### src/rtl/div_tc_16_16_seq_if.sv
// Handshake and data bundle for the sequential signed divider.
// master: start/dividend/divisor out, results in; slave: the divider.
interface div_tc_16_16_seq_if #(
    parameter int WIDTH = 16
);
    logic             start;
    logic [WIDTH-1:0] dividend;
    logic [WIDTH-1:0] divisor;
    logic             busy;
    logic             done;
    logic [WIDTH-1:0] quotient;
    logic [WIDTH-1:0] remainder;
    logic             div_by_zero;
    logic             overflow;

    modport master (
        output start, dividend, divisor,
        input  busy, done, quotient, remainder, div_by_zero, overflow
    );

    modport slave (
        input  start, dividend, divisor,
        output busy, done, quotient, remainder, div_by_zero, overflow
    );
endinterface

### src/rtl/div_tc_16_16_seq.sv
// Sequential two's-complement divider, radix-2 restoring, C truncation.
// Ports: clk, rst_n (async, active-low), bus (slave: start/operands in,
// busy/done/quotient/remainder/div_by_zero/overflow out).
module div_tc_16_16_seq #(
    parameter int WIDTH = 16
) (
    input  logic                       clk,
    input  logic                       rst_n,
    div_tc_16_16_seq_if.slave          bus
);
    localparam int CW = $clog2(WIDTH + 1);

    typedef enum logic [1:0] {
        IDLE,
        CALC,
        FIX
    } state_e;

    state_e           state_q, state_d;
    // Holds |dividend| at start and shifts into the quotient magnitude.
    logic [WIDTH-1:0] quo_q, quo_d;
    logic [WIDTH-1:0] dvs_q, dvs_d;
    logic [WIDTH:0]   rem_q, rem_d;
    logic [CW-1:0]    cnt_q, cnt_d;
    logic             neg_a_q, neg_a_d;
    logic             neg_b_q, neg_b_d;
    logic             ovf_p_q, ovf_p_d;
    logic [WIDTH-1:0] q_out_q, q_out_d;
    logic [WIDTH-1:0] r_out_q, r_out_d;
    logic             dbz_q, dbz_d;
    logic             ovf_q, ovf_d;
    logic             done_q, done_d;

    logic [WIDTH-1:0] a_mag, b_mag;
    logic [WIDTH:0]   shifted;
    logic [WIDTH+1:0] trial;
    logic             is_min, is_m1;

    always_comb begin
        a_mag   = bus.dividend[WIDTH-1] ? -bus.dividend : bus.dividend;
        b_mag   = bus.divisor[WIDTH-1]  ? -bus.divisor  : bus.divisor;
        is_min  = bus.dividend == {1'b1, {(WIDTH-1){1'b0}}};
        is_m1   = bus.divisor == {WIDTH{1'b1}};
        // Partial remainder stays below the divisor, so its top bit is
        // always zero before the shift.
        shifted = {rem_q[WIDTH-1:0], quo_q[WIDTH-1]};
        trial   = {1'b0, shifted} - {2'b00, dvs_q};
    end

    always_comb begin
        state_d = state_q;
        quo_d   = quo_q;
        dvs_d   = dvs_q;
        rem_d   = rem_q;
        cnt_d   = cnt_q;
        neg_a_d = neg_a_q;
        neg_b_d = neg_b_q;
        ovf_p_d = ovf_p_q;
        q_out_d = q_out_q;
        r_out_d = r_out_q;
        dbz_d   = dbz_q;
        ovf_d   = ovf_q;
        done_d  = 1'b0;

        unique case (state_q)
            IDLE: begin
                if (bus.start) begin
                    if (bus.divisor == '0) begin
                        q_out_d = '1;
                        r_out_d = bus.dividend;
                        dbz_d   = 1'b1;
                        ovf_d   = 1'b0;
                        done_d  = 1'b1;
                    end else begin
                        quo_d   = a_mag;
                        dvs_d   = b_mag;
                        rem_d   = '0;
                        cnt_d   = CW'(WIDTH);
                        neg_a_d = bus.dividend[WIDTH-1];
                        neg_b_d = bus.divisor[WIDTH-1];
                        ovf_p_d = is_min && is_m1;
                        state_d = CALC;
                    end
                end
            end
            CALC: begin
                if (!trial[WIDTH+1]) begin
                    rem_d = trial[WIDTH:0];
                    quo_d = {quo_q[WIDTH-2:0], 1'b1};
                end else begin
                    rem_d = shifted;
                    quo_d = {quo_q[WIDTH-2:0], 1'b0};
                end
                cnt_d = cnt_q - 1'b1;
                if (cnt_q == CW'(1)) begin
                    state_d = FIX;
                end
            end
            FIX: begin
                q_out_d = (neg_a_q ^ neg_b_q) ? -quo_q : quo_q;
                r_out_d = neg_a_q ? -rem_q[WIDTH-1:0] : rem_q[WIDTH-1:0];
                ovf_d   = ovf_p_q;
                dbz_d   = 1'b0;
                done_d  = 1'b1;
                state_d = IDLE;
            end
            default: begin
                state_d = IDLE;
            end
        endcase
    end

    always_ff @(posedge clk or negedge rst_n) begin
        if (!rst_n) begin
            state_q <= IDLE;
            quo_q   <= '0;
            dvs_q   <= '0;
            rem_q   <= '0;
            cnt_q   <= '0;
            neg_a_q <= 1'b0;
            neg_b_q <= 1'b0;
            ovf_p_q <= 1'b0;
            q_out_q <= '0;
            r_out_q <= '0;
            dbz_q   <= 1'b0;
            ovf_q   <= 1'b0;
            done_q  <= 1'b0;
        end else begin
            state_q <= state_d;
            quo_q   <= quo_d;
            dvs_q   <= dvs_d;
            rem_q   <= rem_d;
            cnt_q   <= cnt_d;
            neg_a_q <= neg_a_d;
            neg_b_q <= neg_b_d;
            ovf_p_q <= ovf_p_d;
            q_out_q <= q_out_d;
            r_out_q <= r_out_d;
            dbz_q   <= dbz_d;
            ovf_q   <= ovf_d;
            done_q  <= done_d;
        end
    end

    // Busy covers CALC and FIX; done is raised only on entry to IDLE,
    // so the two are never high together.
    assign bus.busy        = (state_q != IDLE);
    assign bus.done        = done_q;
    assign bus.quotient    = q_out_q;
    assign bus.remainder   = r_out_q;
    assign bus.div_by_zero = dbz_q;
    assign bus.overflow    = ovf_q;
endmodule

### src/flat_wrapper.sv
// flat-port wrapper written by rule: the top's interface ports become plain ports
module div_tc_16_16_seq_flat 
#(
    parameter int WIDTH = 16
)
  (clk, rst_n, bus_start, bus_dividend, bus_divisor, bus_busy, bus_done, bus_quotient, bus_remainder, bus_div_by_zero, bus_overflow);
  div_tc_16_16_seq_if #(.WIDTH(WIDTH)) bus_i ();
  input  logic clk;
  input  logic rst_n;
  input wire logic [$bits(bus_i.start)-1:0] bus_start;
  input wire logic [$bits(bus_i.dividend)-1:0] bus_dividend;
  input wire logic [$bits(bus_i.divisor)-1:0] bus_divisor;
  output wire logic [$bits(bus_i.busy)-1:0] bus_busy;
  output wire logic [$bits(bus_i.done)-1:0] bus_done;
  output wire logic [$bits(bus_i.quotient)-1:0] bus_quotient;
  output wire logic [$bits(bus_i.remainder)-1:0] bus_remainder;
  output wire logic [$bits(bus_i.div_by_zero)-1:0] bus_div_by_zero;
  output wire logic [$bits(bus_i.overflow)-1:0] bus_overflow;
  assign bus_i.start = bus_start;
  assign bus_i.dividend = bus_dividend;
  assign bus_i.divisor = bus_divisor;
  assign bus_busy = bus_i.busy;
  assign bus_done = bus_i.done;
  assign bus_quotient = bus_i.quotient;
  assign bus_remainder = bus_i.remainder;
  assign bus_div_by_zero = bus_i.div_by_zero;
  assign bus_overflow = bus_i.overflow;
  div_tc_16_16_seq #(.WIDTH(WIDTH)) u_core (.clk(clk), .rst_n(rst_n), .bus(bus_i));
endmodule
### config.mk
export PLATFORM = sky130hd
export DESIGN_NAME = div_tc_16_16_seq_flat
export DESIGN_NICKNAME = d
export VERILOG_FILES = /design/src/rtl/div_tc_16_16_seq_if.sv /design/src/rtl/div_tc_16_16_seq.sv /design/src/flat_wrapper.sv
export SDC_FILE = /design/constraint.sdc
export NUM_CORES = 1
export LEC_CHECK = 0
export BUFFER_PORTS_ARGS = -buffer_cell sky130_fd_sc_hd__buf_2
export CORE_UTILIZATION = 42
export CTS_BUF_LIST = sky130_fd_sc_hd__clkbuf_16
export CTS_CLUSTER_SIZE = 16
export DETAILED_ROUTE_END_ITERATION = 8
export SLEW_MARGIN = 20
export SYNTH_ARGS = -nofsm -noshare
export SYNTH_HDL_FRONTEND = slang
export SYNTH_SLANG_ARGS = --single-unit
### constraint.sdc
create_clock -name clk -period 2.73 [get_ports clk]
set_input_delay 0.1365 -clock clk [delete_from_list [all_inputs] [get_ports clk]]
set_output_delay 0.1365 -clock clk [all_outputs]
set_load 0.01 [all_outputs]
==> key figures <==
Outcome
  – Outcome: finished clean

Layout
  – Area of the multi-input gates: 3390 um^2
  – Final net count: 819
  – Layout cells sized above 1: 0.176
  – Total area of sequential cells: 2330 um^2
  – Ant. Diodes: 0
  – # fillers: 1354
  – Area Growth Syn to Fin: 16.7%
  – Commonest non-fill, non-tap cell in the layout: dfrtp_1
  – Post-Layout Cell Count: 945
  – Most frequent cells in the layout: 93 x dfrtp_1, 75 x nand2_1, 69 x buf_2

Floorplanning
  – Die width: 121 um
  – Row count: 43
  – Die ar.: 14700 um^2
  – Die Height: approximately 120 um
  – Starting density of the core: 0.430
  – IO Pins: 71
  – Area of the core: approximately 14000 um^2

Job
  – Max cap viols: 0

Clocking
  – H-tree depth: 3
  – Root buffer cell: clkbuf_16
  – Post CTS Setup Buffer Count: 0
  – CTS Sinks: 93
  – CTS tree: yes
  – CTS Buffer Depth: 2
  – Num CTS Buffers: 9
  – Skew-Pair Late Insertion Delay: around 360 ps
  – Worst-path clk slew: around 70 ps

Logic synthesis
  – Synth top area share: 0.390
  – Sequential element share of the synthesized area: 0.390
  – Mapped Cells: 689
  – Syn nets: 748
  – Number of flops mapped to enable cells by yosys: 0
  – Unique masters post-synth: 59
  – Synth area leaders: dfrtp_1 39%, xnor2_1 5.4%, xor2_1 5.0%
  – Synthesized area: approximately 6000 um^2
  – Post-Syn Area per Cell: 8.67 um^2
  – Post-synth top flop: dfrtp_1
  – FFs w/ async S/R, synth: 1.00
  – #FFs+latches synth: 93
  – Yosys warns: 0
  – Largest area contributor in the netlist: dfrtp_1

Timing
  – Slew Limit Fails: 0
  – Post-route worst setup slack: 182 ps
  – # setup viols final: 0
  – Tmin final: 2550 ps
  – Final Skew: 5.54 ps
  – Sum of negative setup slack: 0 ps
  – RSZ-0062 raised after global routing: no
  – Worst hold margin: 121 ps
  – Period utilisation layout: 0.933
  – Final hold violation count: 0
  – Max Clk Rate: 392 MHz
  – Worst-Margin Slew: 747 ps
  – Rel. slew slack: 0.502

Routing
  – DR pass1 iterations: 5
  – Vias per cell: approximately 5.5
  – Top layer reached by signal wires: met4
  – Via count: 5216
  – Metal2 WL: 7570 um
  – WL final: roughly 16000 um
  – Residual DRC count: 0
  – Wire length on met3: 683 um
  – Routed len/inst: 16.6 um
  – Final ANT Viol Nets: 0
  – Met1 Wirelength: about 7000 um
  – Drt first-iter violations: between 300 and 400

Global routing
  – Pin count of the biggest net entering global routing: 55
  – Initial antenna violation count: 0
  – Total congestion overflow: 0
  – First-pass GRT wire length: approximately 26000 um
  – Number of global-route vias before repair: 5023
  – Gr usage total: 0.226

Worst setup path
  – CP max FO: 27
  – Flop-to-flop setup slack: roughly 180 ps
  – CP max-delay cell: or3_1
  – Worst flop-to-flop path endpoint: u_core.rem_q[4]$_DFFE_PN0P_
  – Worst EP arrival: approximately 2800 ps
  – Reg2reg path depth: 10
  – R2R Path Start: u_core.dvs_q[1]$_DFFE_PN0P_
  – Cells along the critical path: inv_1, ha_1, nor2b_1, o2111ai_1, a21oi_2, or3_1, a31oi_2, buf_12, mux2i_1, o21ai_0
  – Required time worst endpoint: slightly below 3000 ps
  – Worst setup SP type: flop
  – Class of the most critical setup path: flop to flop
  – Critical Path Sink Type: flop
  – Slowest Stage Delay on Critical Path: 420 ps

Place
  – Placer congestion estimate: 0.925
  – # port buffers: 70
  – Cell count after placement: 928
  – DP Wirelength: approximately 12000 um
  – Setup WS pre-CTS: 180 ps

Power
  – Max IR drop VDD: 0.707 mV
  – Power Density: 1270 nW/um^2
  – Power, Total: 8.83 mW
  – Leak: 2.99 nW

Hold path
  – Hold path cells: 4
  – Worst Hold End: u_core.dvs_q[9]$_DFFE_PN0P_
  – Worst Hold Launch: bus_divisor[9]
  – Min-Delay Path Class: primary input to flop
[layer usage]
layer | vias up | track usage
met3 | 21 | 0.0479
met2 | 126 | 0.383
met4 | 0 | 0.0795
met1 | 2483 | 0.284
met5 | - | 0
li1 | 2586 | -
[worst max-delay path: cells and delay by family (launching register included)]
family	cells	cell delay, ps
multiplexers	1	190
buffers and inverters	2	270
AND/OR/NAND/NOR	2	560
adder cells (fa/ha/maj)	1	260
AO/OA/AOI/OAI	4	740
flip-flops	1	390
[area by class of cell]
class	instances	area share
Multi-Input combinational cell	528	0.487
Sequential cell	93	0.334
Clock inverter	7	0.0117
Tap cell	180	0.0323
Clock buffer	9	0.0323
Timing Repair Buffer	95	0.0851
Inverter	33	0.0178
[state kept, by name, indices dropped and copies added, names as in the netlist, 2 cells and up]
name                  cells
u_core.quo_q             16
u_core.cnt_q              5
u_core.bus.remainder     16
u_core.dvs_q             16
u_core.bus.quotient      16
u_core.state_q            2
u_core.rem_q             16
[Yosys cell counts, drive strengths merged (2+ instances only)]
master / count
buf: 9
o311ai: 8
nand3: 14
o22a: 15
o21a: 3
or3: 7
nand2: 76
or4: 7
nand4: 6
a21o: 2
dfrtp: 93
ha: 23
o31ai: 15
o21ai: 63
nor2: 61
a32oi: 4
nand2b: 6
nor4b: 2
nor4: 6
xnor2: 37
a31oi: 5
inv: 33
nor3: 23
xor2: 34
o41ai: 6
and2: 3
a21oi: 65
o2111ai: 2
nor2b: 10
mux2i: 7
clkbuf: 26
[through the flow]
step                      utilization  area, um^2
after floorplan                     -        5980
after global placement          0.479        6640
after detailed placement        0.479        6650
after CTS                       0.502        6960
after global routing            0.502        6970
final                           0.502        6970
[repair_timing]
item | in CTS | in global routing
endpoints found under the setup margin | 0 | 1
hold endpoints to repair | 53 | 0
hold buffers | 1 | 0
resized for setup | 0 | 1
[worst max-delay path by stage]
stage,from,endpoint,cells past startpoint,slack [ps]
2_1_floorplan,u_core.rem_q[2]$_DFFE_PN0P_,u_core.quo_q[0]$_DFFE_PN0P_,9,110
3_3_place_gp,bus_divisor[6],u_core.bus.remainder[11]$_DFFE_PN0P_,9,230
3_5_place_dp,u_core.dvs_q[1]$_DFFE_PN0P_,u_core.rem_q[4]$_DFFE_PN0P_,10,180
4_1_cts,u_core.dvs_q[1]$_DFFE_PN0P_,u_core.rem_q[4]$_DFFE_PN0P_,10,170
5_1_grt,u_core.dvs_q[1]$_DFFE_PN0P_,u_core.rem_q[4]$_DFFE_PN0P_,10,20
6_report,u_core.dvs_q[1]$_DFFE_PN0P_,u_core.rem_q[4]$_DFFE_PN0P_,10,180
[logic make-up after synthesis]
logic type                 synth area share
muxes                                0.0117
and+or+nand+nor                       0.178
xor gates and xnor gates              0.104
adders and majority gates            0.0515
AOI/OAI and AO/OA                     0.217
buffers and inverters                0.0473
DFF                                   0.390
[power by group]
group          switching [mW]  leakage, nW  total, mW  internal, mW
Clock                   0.577        0.147       1.30         0.723
Combinational            2.82         1.69       5.01          2.19
Sequential              0.550         1.15       2.52          1.97
Total                    3.95         2.99       8.83          4.89
Note: power is estimated with default switching activity, not from simulation.
